## src/rtl/hazard_pkg.sv

```systemverilog
// Shared encodings and defaults for the pipeline hazard unit.
// Sequencer present only when HAZARD_MULDIV_EN is defined.
package hazard_pkg;

    localparam logic [1:0] FWD_RF  = 2'b00;
    localparam logic [1:0] FWD_MEM = 2'b01;
    localparam logic [1:0] FWD_WB  = 2'b10;

    localparam logic [1:0] RES_LOAD = 2'b01;

    localparam int MUL_LAT_DEF = 3;
    localparam int DIV_LAT_DEF = 33;
    localparam int CNT_W       = 6;

    typedef enum logic {
        SEQ_IDLE = 1'b0,
        SEQ_BUSY = 1'b1
    } seq_state_e;

    // Memory stage wins over writeback; x0 is never forwarded.
    function automatic logic [1:0] fwd_sel(
        input logic [4:0] rs,
        input logic [4:0] rd_d,
        input logic       we_d,
        input logic [4:0] rd_e,
        input logic       we_e
    );
        if (we_d && rd_d != 5'd0 && rd_d == rs)
            return FWD_MEM;
        else if (we_e && rd_e != 5'd0 && rd_e == rs)
            return FWD_WB;
        else
            return FWD_RF;
    endfunction

endpackage

```

## src/rtl/hazard_ctrl_if.sv

```systemverilog
// Hazard unit signal bundle between pipeline and hazard control.
// Optional sequencer build macro: HAZARD_MULDIV_EN.
interface hazard_ctrl_if;

    logic [4:0] Rs1B;
    logic [4:0] Rs2B;
    logic [4:0] Rs1C;
    logic [4:0] Rs2C;
    logic [4:0] RdC;
    logic       RegWriteC;
    logic [1:0] ResultSrcC;
    logic [4:0] RdD;
    logic       RegWriteD;
    logic [4:0] RdE;
    logic       RegWriteE;
    logic       PCSrcC;
    logic       MulDivC;
    logic [2:0] Funct3C;

    logic       StallA;
    logic       StallB;
    logic       StallC;
    logic       FlushB;
    logic       FlushC;
    logic [1:0] ForwardAC;
    logic [1:0] ForwardBC;
    logic       MulDivDoneC;

    modport master (
        output Rs1B, Rs2B, Rs1C, Rs2C, RdC, RegWriteC,
        output ResultSrcC, RdD, RegWriteD, RdE, RegWriteE,
        output PCSrcC, MulDivC, Funct3C,
        input  StallA, StallB, StallC, FlushB, FlushC,
        input  ForwardAC, ForwardBC, MulDivDoneC
    );

    modport slave (
        input  Rs1B, Rs2B, Rs1C, Rs2C, RdC, RegWriteC,
        input  ResultSrcC, RdD, RegWriteD, RdE, RegWriteE,
        input  PCSrcC, MulDivC, Funct3C,
        output StallA, StallB, StallC, FlushB, FlushC,
        output ForwardAC, ForwardBC, MulDivDoneC
    );

endinterface

```

## src/rtl/muldiv_seq.sv

```systemverilog
// Multi-cycle MUL/DIV occupancy sequencer for the execute stage.
// Instantiated by hazard_ctrl only under HAZARD_MULDIV_EN.
module muldiv_seq
    import hazard_pkg::*;
#(
    parameter int MUL_LAT = MUL_LAT_DEF,
    parameter int DIV_LAT = DIV_LAT_DEF
) (
    input  logic clk,
    input  logic rst_n,
    input  logic muldiv_i,
    input  logic div_i,
    output logic stall_o,
    output logic hold_o,
    output logic done_o
);

    seq_state_e       state_q, state_d;
    logic [CNT_W-1:0] cnt_q, cnt_d;
    logic [CNT_W-1:0] lat;

    assign lat = div_i ? CNT_W'(DIV_LAT) : CNT_W'(MUL_LAT);

    // State and countdown registers; reset aborts any op in flight.
    always_ff @(posedge clk or negedge rst_n) begin
        if (!rst_n) begin
            state_q <= SEQ_IDLE;
            cnt_q   <= '0;
        end else begin
            state_q <= state_d;
            cnt_q   <= cnt_d;
        end
    end

    // Next state: first cycle stalls in IDLE, the rest count down in BUSY.
    always_comb begin
        state_d = state_q;
        cnt_d   = cnt_q;
        stall_o = 1'b0;
        hold_o  = 1'b0;
        done_o  = 1'b0;
        unique case (state_q)
            SEQ_IDLE: begin
                if (muldiv_i) begin
                    if (lat > CNT_W'(1)) begin
                        stall_o = 1'b1;
                        state_d = SEQ_BUSY;
                        cnt_d   = lat - CNT_W'(2);
                    end else begin
                        done_o = 1'b1;
                    end
                end
            end
            SEQ_BUSY: begin
                if (cnt_q != '0) begin
                    stall_o = 1'b1;
                    hold_o  = 1'b1;
                    cnt_d   = cnt_q - CNT_W'(1);
                end else begin
                    done_o  = 1'b1;
                    state_d = SEQ_IDLE;
                end
            end
            default: state_d = SEQ_IDLE;
        endcase
    end

endmodule

```

## src/rtl/hazard_ctrl.sv

```systemverilog
// Pipeline hazard control: load-use stall, branch flush, forwarding.
// Define HAZARD_MULDIV_EN to add the multi-cycle MUL/DIV sequencer.
module hazard_ctrl
    import hazard_pkg::*;
#(
    parameter int MUL_LAT = MUL_LAT_DEF,
    parameter int DIV_LAT = DIV_LAT_DEF
) (
    input logic         clk,
    input logic         rst_n,
    hazard_ctrl_if.slave hz
);

    logic load_use;
    logic m_stall;
    logic m_hold;
    logic m_done;

`ifdef HAZARD_MULDIV_EN
    muldiv_seq #(
        .MUL_LAT (MUL_LAT),
        .DIV_LAT (DIV_LAT)
    ) u_seq (
        .clk      (clk),
        .rst_n    (rst_n),
        .muldiv_i (hz.MulDivC),
        .div_i    (hz.Funct3C[2]),
        .stall_o  (m_stall),
        .hold_o   (m_hold),
        .done_o   (m_done)
    );
`else
    logic unused_ok;
    assign unused_ok = ^{clk, hz.MulDivC, hz.Funct3C, MUL_LAT, DIV_LAT};
    assign m_stall   = 1'b0;
    assign m_hold    = 1'b0;
    assign m_done    = 1'b0;
`endif

    // Load in execute feeding the decode-stage instruction.
    always_comb begin
        load_use = (hz.ResultSrcC == RES_LOAD) && hz.RegWriteC &&
                   (hz.RdC != 5'd0) &&
                   ((hz.RdC == hz.Rs1B) || (hz.RdC == hz.Rs2B));
    end

    // Output merge; busy sequencer masks flushes, all zero in reset.
    always_comb begin
        hz.StallA      = 1'b0;
        hz.StallB      = 1'b0;
        hz.StallC      = 1'b0;
        hz.FlushB      = 1'b0;
        hz.FlushC      = 1'b0;
        hz.ForwardAC   = FWD_RF;
        hz.ForwardBC   = FWD_RF;
        hz.MulDivDoneC = 1'b0;
        if (rst_n) begin
            hz.StallA = m_stall |
                        (load_use & ~hz.PCSrcC & ~m_hold);
            hz.StallB = hz.StallA;
            hz.StallC = m_stall;
            hz.FlushB = hz.PCSrcC & ~m_hold;
            hz.FlushC = (hz.PCSrcC | load_use) & ~m_hold;
            hz.ForwardAC = fwd_sel(hz.Rs1C, hz.RdD, hz.RegWriteD,
                                   hz.RdE, hz.RegWriteE);
            hz.ForwardBC = fwd_sel(hz.Rs2C, hz.RdD, hz.RegWriteD,
                                   hz.RdE, hz.RegWriteE);
            hz.MulDivDoneC = m_done;
        end
    end

endmodule

```

## src/flat_wrapper.sv

```systemverilog
// flat-port wrapper written by rule: the top's interface ports become plain ports
module hazard_ctrl_flat import hazard_pkg::*;
#(
    parameter int MUL_LAT = MUL_LAT_DEF,
    parameter int DIV_LAT = DIV_LAT_DEF
)
  (clk, rst_n, hz_Rs1B, hz_Rs2B, hz_Rs1C, hz_Rs2C, hz_RdC, hz_RegWriteC, hz_ResultSrcC, hz_RdD, hz_RegWriteD, hz_RdE, hz_RegWriteE, hz_PCSrcC, hz_MulDivC, hz_Funct3C, hz_StallA, hz_StallB, hz_StallC, hz_FlushB, hz_FlushC, hz_ForwardAC, hz_ForwardBC, hz_MulDivDoneC);
  hazard_ctrl_if hz_i ();
  input logic clk;
  input logic rst_n;
  input wire logic [$bits(hz_i.Rs1B)-1:0] hz_Rs1B;
  input wire logic [$bits(hz_i.Rs2B)-1:0] hz_Rs2B;
  input wire logic [$bits(hz_i.Rs1C)-1:0] hz_Rs1C;
  input wire logic [$bits(hz_i.Rs2C)-1:0] hz_Rs2C;
  input wire logic [$bits(hz_i.RdC)-1:0] hz_RdC;
  input wire logic [$bits(hz_i.RegWriteC)-1:0] hz_RegWriteC;
  input wire logic [$bits(hz_i.ResultSrcC)-1:0] hz_ResultSrcC;
  input wire logic [$bits(hz_i.RdD)-1:0] hz_RdD;
  input wire logic [$bits(hz_i.RegWriteD)-1:0] hz_RegWriteD;
  input wire logic [$bits(hz_i.RdE)-1:0] hz_RdE;
  input wire logic [$bits(hz_i.RegWriteE)-1:0] hz_RegWriteE;
  input wire logic [$bits(hz_i.PCSrcC)-1:0] hz_PCSrcC;
  input wire logic [$bits(hz_i.MulDivC)-1:0] hz_MulDivC;
  input wire logic [$bits(hz_i.Funct3C)-1:0] hz_Funct3C;
  output wire logic [$bits(hz_i.StallA)-1:0] hz_StallA;
  output wire logic [$bits(hz_i.StallB)-1:0] hz_StallB;
  output wire logic [$bits(hz_i.StallC)-1:0] hz_StallC;
  output wire logic [$bits(hz_i.FlushB)-1:0] hz_FlushB;
  output wire logic [$bits(hz_i.FlushC)-1:0] hz_FlushC;
  output wire logic [$bits(hz_i.ForwardAC)-1:0] hz_ForwardAC;
  output wire logic [$bits(hz_i.ForwardBC)-1:0] hz_ForwardBC;
  output wire logic [$bits(hz_i.MulDivDoneC)-1:0] hz_MulDivDoneC;
  assign hz_i.Rs1B = hz_Rs1B;
  assign hz_i.Rs2B = hz_Rs2B;
  assign hz_i.Rs1C = hz_Rs1C;
  assign hz_i.Rs2C = hz_Rs2C;
  assign hz_i.RdC = hz_RdC;
  assign hz_i.RegWriteC = hz_RegWriteC;
  assign hz_i.ResultSrcC = hz_ResultSrcC;
  assign hz_i.RdD = hz_RdD;
  assign hz_i.RegWriteD = hz_RegWriteD;
  assign hz_i.RdE = hz_RdE;
  assign hz_i.RegWriteE = hz_RegWriteE;
  assign hz_i.PCSrcC = hz_PCSrcC;
  assign hz_i.MulDivC = hz_MulDivC;
  assign hz_i.Funct3C = hz_Funct3C;
  assign hz_StallA = hz_i.StallA;
  assign hz_StallB = hz_i.StallB;
  assign hz_StallC = hz_i.StallC;
  assign hz_FlushB = hz_i.FlushB;
  assign hz_FlushC = hz_i.FlushC;
  assign hz_ForwardAC = hz_i.ForwardAC;
  assign hz_ForwardBC = hz_i.ForwardBC;
  assign hz_MulDivDoneC = hz_i.MulDivDoneC;
  hazard_ctrl #(.MUL_LAT(MUL_LAT), .DIV_LAT(DIV_LAT)) u_core (.clk(clk), .rst_n(rst_n), .hz(hz_i));
endmodule
```

## config.mk

```make
export PLATFORM = sky130hd
export DESIGN_NAME = hazard_ctrl_flat
export DESIGN_NICKNAME = d
export VERILOG_FILES = /design/src/rtl/hazard_pkg.sv /design/src/rtl/hazard_ctrl_if.sv /design/src/rtl/muldiv_seq.sv /design/src/rtl/hazard_ctrl.sv /design/src/flat_wrapper.sv
export SDC_FILE = /design/constraint.sdc
export NUM_CORES = 1
export LEC_CHECK = 0
export ABC_CLOCK_PERIOD_IN_PS = 2800
export CAP_MARGIN = 10
export CORE_ASPECT_RATIO = 1.1
export CORE_UTILIZATION = 30
export DETAILED_ROUTE_END_ITERATION = 7
export GPL_ROUTABILITY_DRIVEN = 0
export MAX_ROUTING_LAYER = met4
export PLACE_DENSITY = 0.91
export SYNTH_ARGS = -nofsm -noshare
export SYNTH_HDL_FRONTEND = slang
export SYNTH_SLANG_ARGS = --single-unit
```

## constraint.sdc

```tcl
create_clock -name vclk -period 2.8
set_clock_uncertainty 0.15 [all_clocks]
set_input_delay 0.28 -clock vclk [all_inputs]
set_output_delay 0.28 -clock vclk [all_outputs]
set_load 0.01 [all_outputs]
```

[After elaboration in Yosys (flattened, before gate mapping)]
Cells that the tools add are included.
Cells by class
  eq/ne operators: 7
  muxes and demuxes: 9
  bitwise operators: 3
  reductions and logical operators: 13
Operators by type and width (number)
  $eq A5 B5 Y1: 6
  $reduce_bool A5 Y1: 3
  $mux W2: 6
  $logic_and A1 B1 Y1: 9
  $mux W1: 3
  $eq A2 B1 Y1 const B: 1
  $and A1 B1 Y1: 1
  $logic_or A1 B1 Y1: 1
  $not A1 Y1: 1
  $or A1 B1 Y1: 1
Word-level totals
  register bits: 0
  input bits: 47
  output and inout port bits: 10
  logic and storage cells: 32

[Logic depth before layout (Yosys ltp)]
  word-level depth: 6
  mapped depth: 5

[Worst setup path after synthesis]
No wires, ideal clock.
  kind: input-to-output
  start point: input hz_RdD[4]
  end point: output hz_ForwardAC[1]
  arrival: 1.389 ns
  data required time: 2.370 ns
  path slack: 0.981 ns
  stages on the path: 4
  cells stage by stage: or4_1 > o21ai_1 > nor4_1 > nor4_2
On the way
  cells in the longest elaborated chain, start to end: 5
  elaborated cells on any way between the ends: 6
RTL lines
  from (decl): line flat_wrapper.sv:18  | input wire logic [$bits(hz_i.RdD)-1:0] hz_RdD;
  $reduce_bool A5 Y1: line hazard_pkg.sv:28  | if (we_d && rd_d != 5'd0 && rd_d == rs)
  $logic_and A1 B1 Y1: line hazard_pkg.sv:28
  $logic_and A1 B1 Y1 *: line hazard_pkg.sv:28
  $mux W2 *: line hazard_pkg.sv:28
  $mux W2 *: line hazard_ctrl.sv:57  | if (rst_n) begin
  to (decl): line flat_wrapper.sv:30  | output wire logic [$bits(hz_i.ForwardAC)-1:0] hz_ForwardAC;
Mark *: on every way between the ends. The rest lies on a longest branch, timed or not.

[Worst setup path in the final report]
  start point: input hz_RdD[4]
  end point: output hz_ForwardBC[0]
On the way
  cells in the longest elaborated chain, start to end: 5
  elaborated cells on any way between the ends: 6
RTL lines
  $reduce_bool A5 Y1: line hazard_pkg.sv:28
  $logic_and A1 B1 Y1: line hazard_pkg.sv:28
  $logic_and A1 B1 Y1 *: line hazard_pkg.sv:28
  $mux W2 *: line hazard_pkg.sv:28
  $mux W2 *: line hazard_ctrl.sv:57
  to (decl): line flat_wrapper.sv:31  | output wire logic [$bits(hz_i.ForwardBC)-1:0] hz_ForwardBC;
Marks and branches as above.

==> results.yml <==
grt:
  grt_max_degree: 5
  grt_pass1_wl_mm: 2.37
  antenna_found_initial: 0
  grt_usage: 0.202
  grt_pass1_vias: 649
  overflow: 0
timing:
  min_period_ns: 2.67
  setup_violations: 0
  hold_violations: 0
  setup_ws_ns: 0.130
  hold_ws_ns: 1.39
  rsz0062_at_grt: "no"
  clock.fmax_mhz: 375
  drv_slew: 0
  finalSetupTns_ns: 0
  finalCritPeriodShare: 0.954
yosys:
  synth_compound_area_frac: 0.0707
  synthMuxAreaShare: 0
  synth_simple_gate_area_frac: 0.302
  yosysSeqAreaShare: 0
  syn_avg_cell_area_um2: 7.80
  yosysUniqueCellTypes: 18
  yosysTopAreaCellShare: 0.457
  synthCells: 59
  yosys.area_share.adder: 0
  synth_top_cell_by_area: "xor2_1"
  ys_warn_count: 0
  synth_xor_area_frac: 0.571
  synth_top_family_by_area: "XOR/XNOR gates"
  synthTopCellsByArea: "xor2_1 46%, xnor2_1 11%, or4_1 8.2%"
  synthesis.area_um2: 460
setup_path:
  critPathMaxFanout: 2
  worstPathRequired_ns: 2.37
  crit_path_end_kind: "output port"
  arrival_ns: 2.24
  startpoint_type: "input pin"
  criticalPathCategory: "in -> out"
route:
  via_per_inst: 4.84
  topRoutingLayerUsed: "met4"
  remaining_drc_errors: 0
  routedWlPerCell_um: 11.9
  wl_met1_um: 497
  first_pass_iters: 2
  initialDrtViolationCount: 1
  detail-route-antenna-nets: 0
  dr_total_vias: 639
  routed_wirelength_mm: 1.57
  routed-wl-met3_um: 153
  wl_met2_um: 890
worst_hold_path:
  min_to: "hz_ForwardBC[1]"
  hp-start: "hz_Rs2C[2]"
  hold_path_class: "in -> out"
  hold_depth: 4
clock_tree:
  cts_setup_buffers: 0
  hold_buffers: 0
flow_run:
  max_cap_violations: 0
floorplanning:
  fp.dieArea_um2: 1700
  core_area_um2: 1400
  num_rows: 14
  start_util: 0.329
  num_io_pins: 57
  die_w_um: 39.4
  die_h_um: 43.1
layout:
  final_common_cell: "clkdlybuf4s50_1"
  drive_gt1_frac: 0.129
  flops_and_latches: 0
  final_util: 0.742
  n_antenna_cell: 0
  area_growth_pct: 126
  nNetsFinal: 165
  layout_common_cells: "48 x clkdlybuf4s50_1, 24 x xor2_1, 9 x buf_4"
  ff_latch_area_um2: 0
  clkbuf_count: 0
placed_design:
  post-place-ws_ns: -0.0195
  dp_hpwl_mm: 1.48
  placement.io_buffers: 50
power:
  ir_drop_v: 0.0000705
  power.total_mw: 0.138
  p_leak_nw: 0.403
  power_density_nw_per_um2: 133
outcome:
  status: "completed"
stage by stage:
stage	cell area [um^2]	instances
2_1_floorplan	464	60
3_3_place_gp	1030	132
3_5_place_dp	1030	132
4_1_cts	1030	132
5_1_grt	1040	132
6_report	1040	132
final cells by class:
| class | count | area [um^2] |
|---|---|---|
| Fill cell | 103 | 362 |
| Timing Repair Buffer | 59 | 566 |
| Multi-Input combinational cell | 57 | 454 |
| Tap cell | 16 | 20.0 |
how the worst max path moves through the flow:
stage / startpoint / end / slack [ns] / cells after the start
after floorplan: hz_RdD[4] / hz_ForwardAC[1] / 0.98 / 4
after global placement: hz_RdD[4] / hz_ForwardAC[1] / 0.007 / 6
after detailed placement: hz_RdD[4] / hz_ForwardAC[1] / -0.02 / 6
after CTS: hz_RdD[0] / hz_ForwardBC[0] / 0.08 / 7
after global routing: hz_RdD[0] / hz_ForwardBC[0] / 0.05 / 7
final: hz_RdD[4] / hz_ForwardBC[0] / 0.13 / 6
worst max-delay path, stage by stage:
cell and delay (ns):
clkdlybuf4s50_1 0.42, or4_1 0.52, o21ai_1 0.24, nor4_2 0.09, and2_2 0.20, clkdlybuf4s50_1 0.49
logic make-up after synthesis:
kind of cell | Yosys count
XOR/XNOR | 30
AND/OR/NAND/NOR | 20
other | 1
buffers and inverters | 3
AO/OA/AOI/OAI | 5
power by group:
group          total (mW)  switching, mW  internal, mW
Combinational       0.138         0.0500        0.0881
Sequential              0              0             0
Clock                   0              0             0
routing by layer:
metal  track usage  up-vias
met5             -        -
met1         0.161      277
met2         0.443       40
met4        0.0345        0
li1              -      320
met3        0.0157        2
timing repair:
item | CTS | global route
setup endpoints to repair | 2 | 2
cloned | 0 | 0
gates resized for setup | 2 | 2
synthesized netlist by cell type, types with 2 or more instances:
cell type	n
nor2_1	2
and2_2	2
xor2_1	24
nor4_1	2
nor3_1	3
nand3_1	2
xnor2_1	6
nor4_2	2
buf_4	3
or4_1	5
Note: power is estimated with default switching activity, not from simulation.
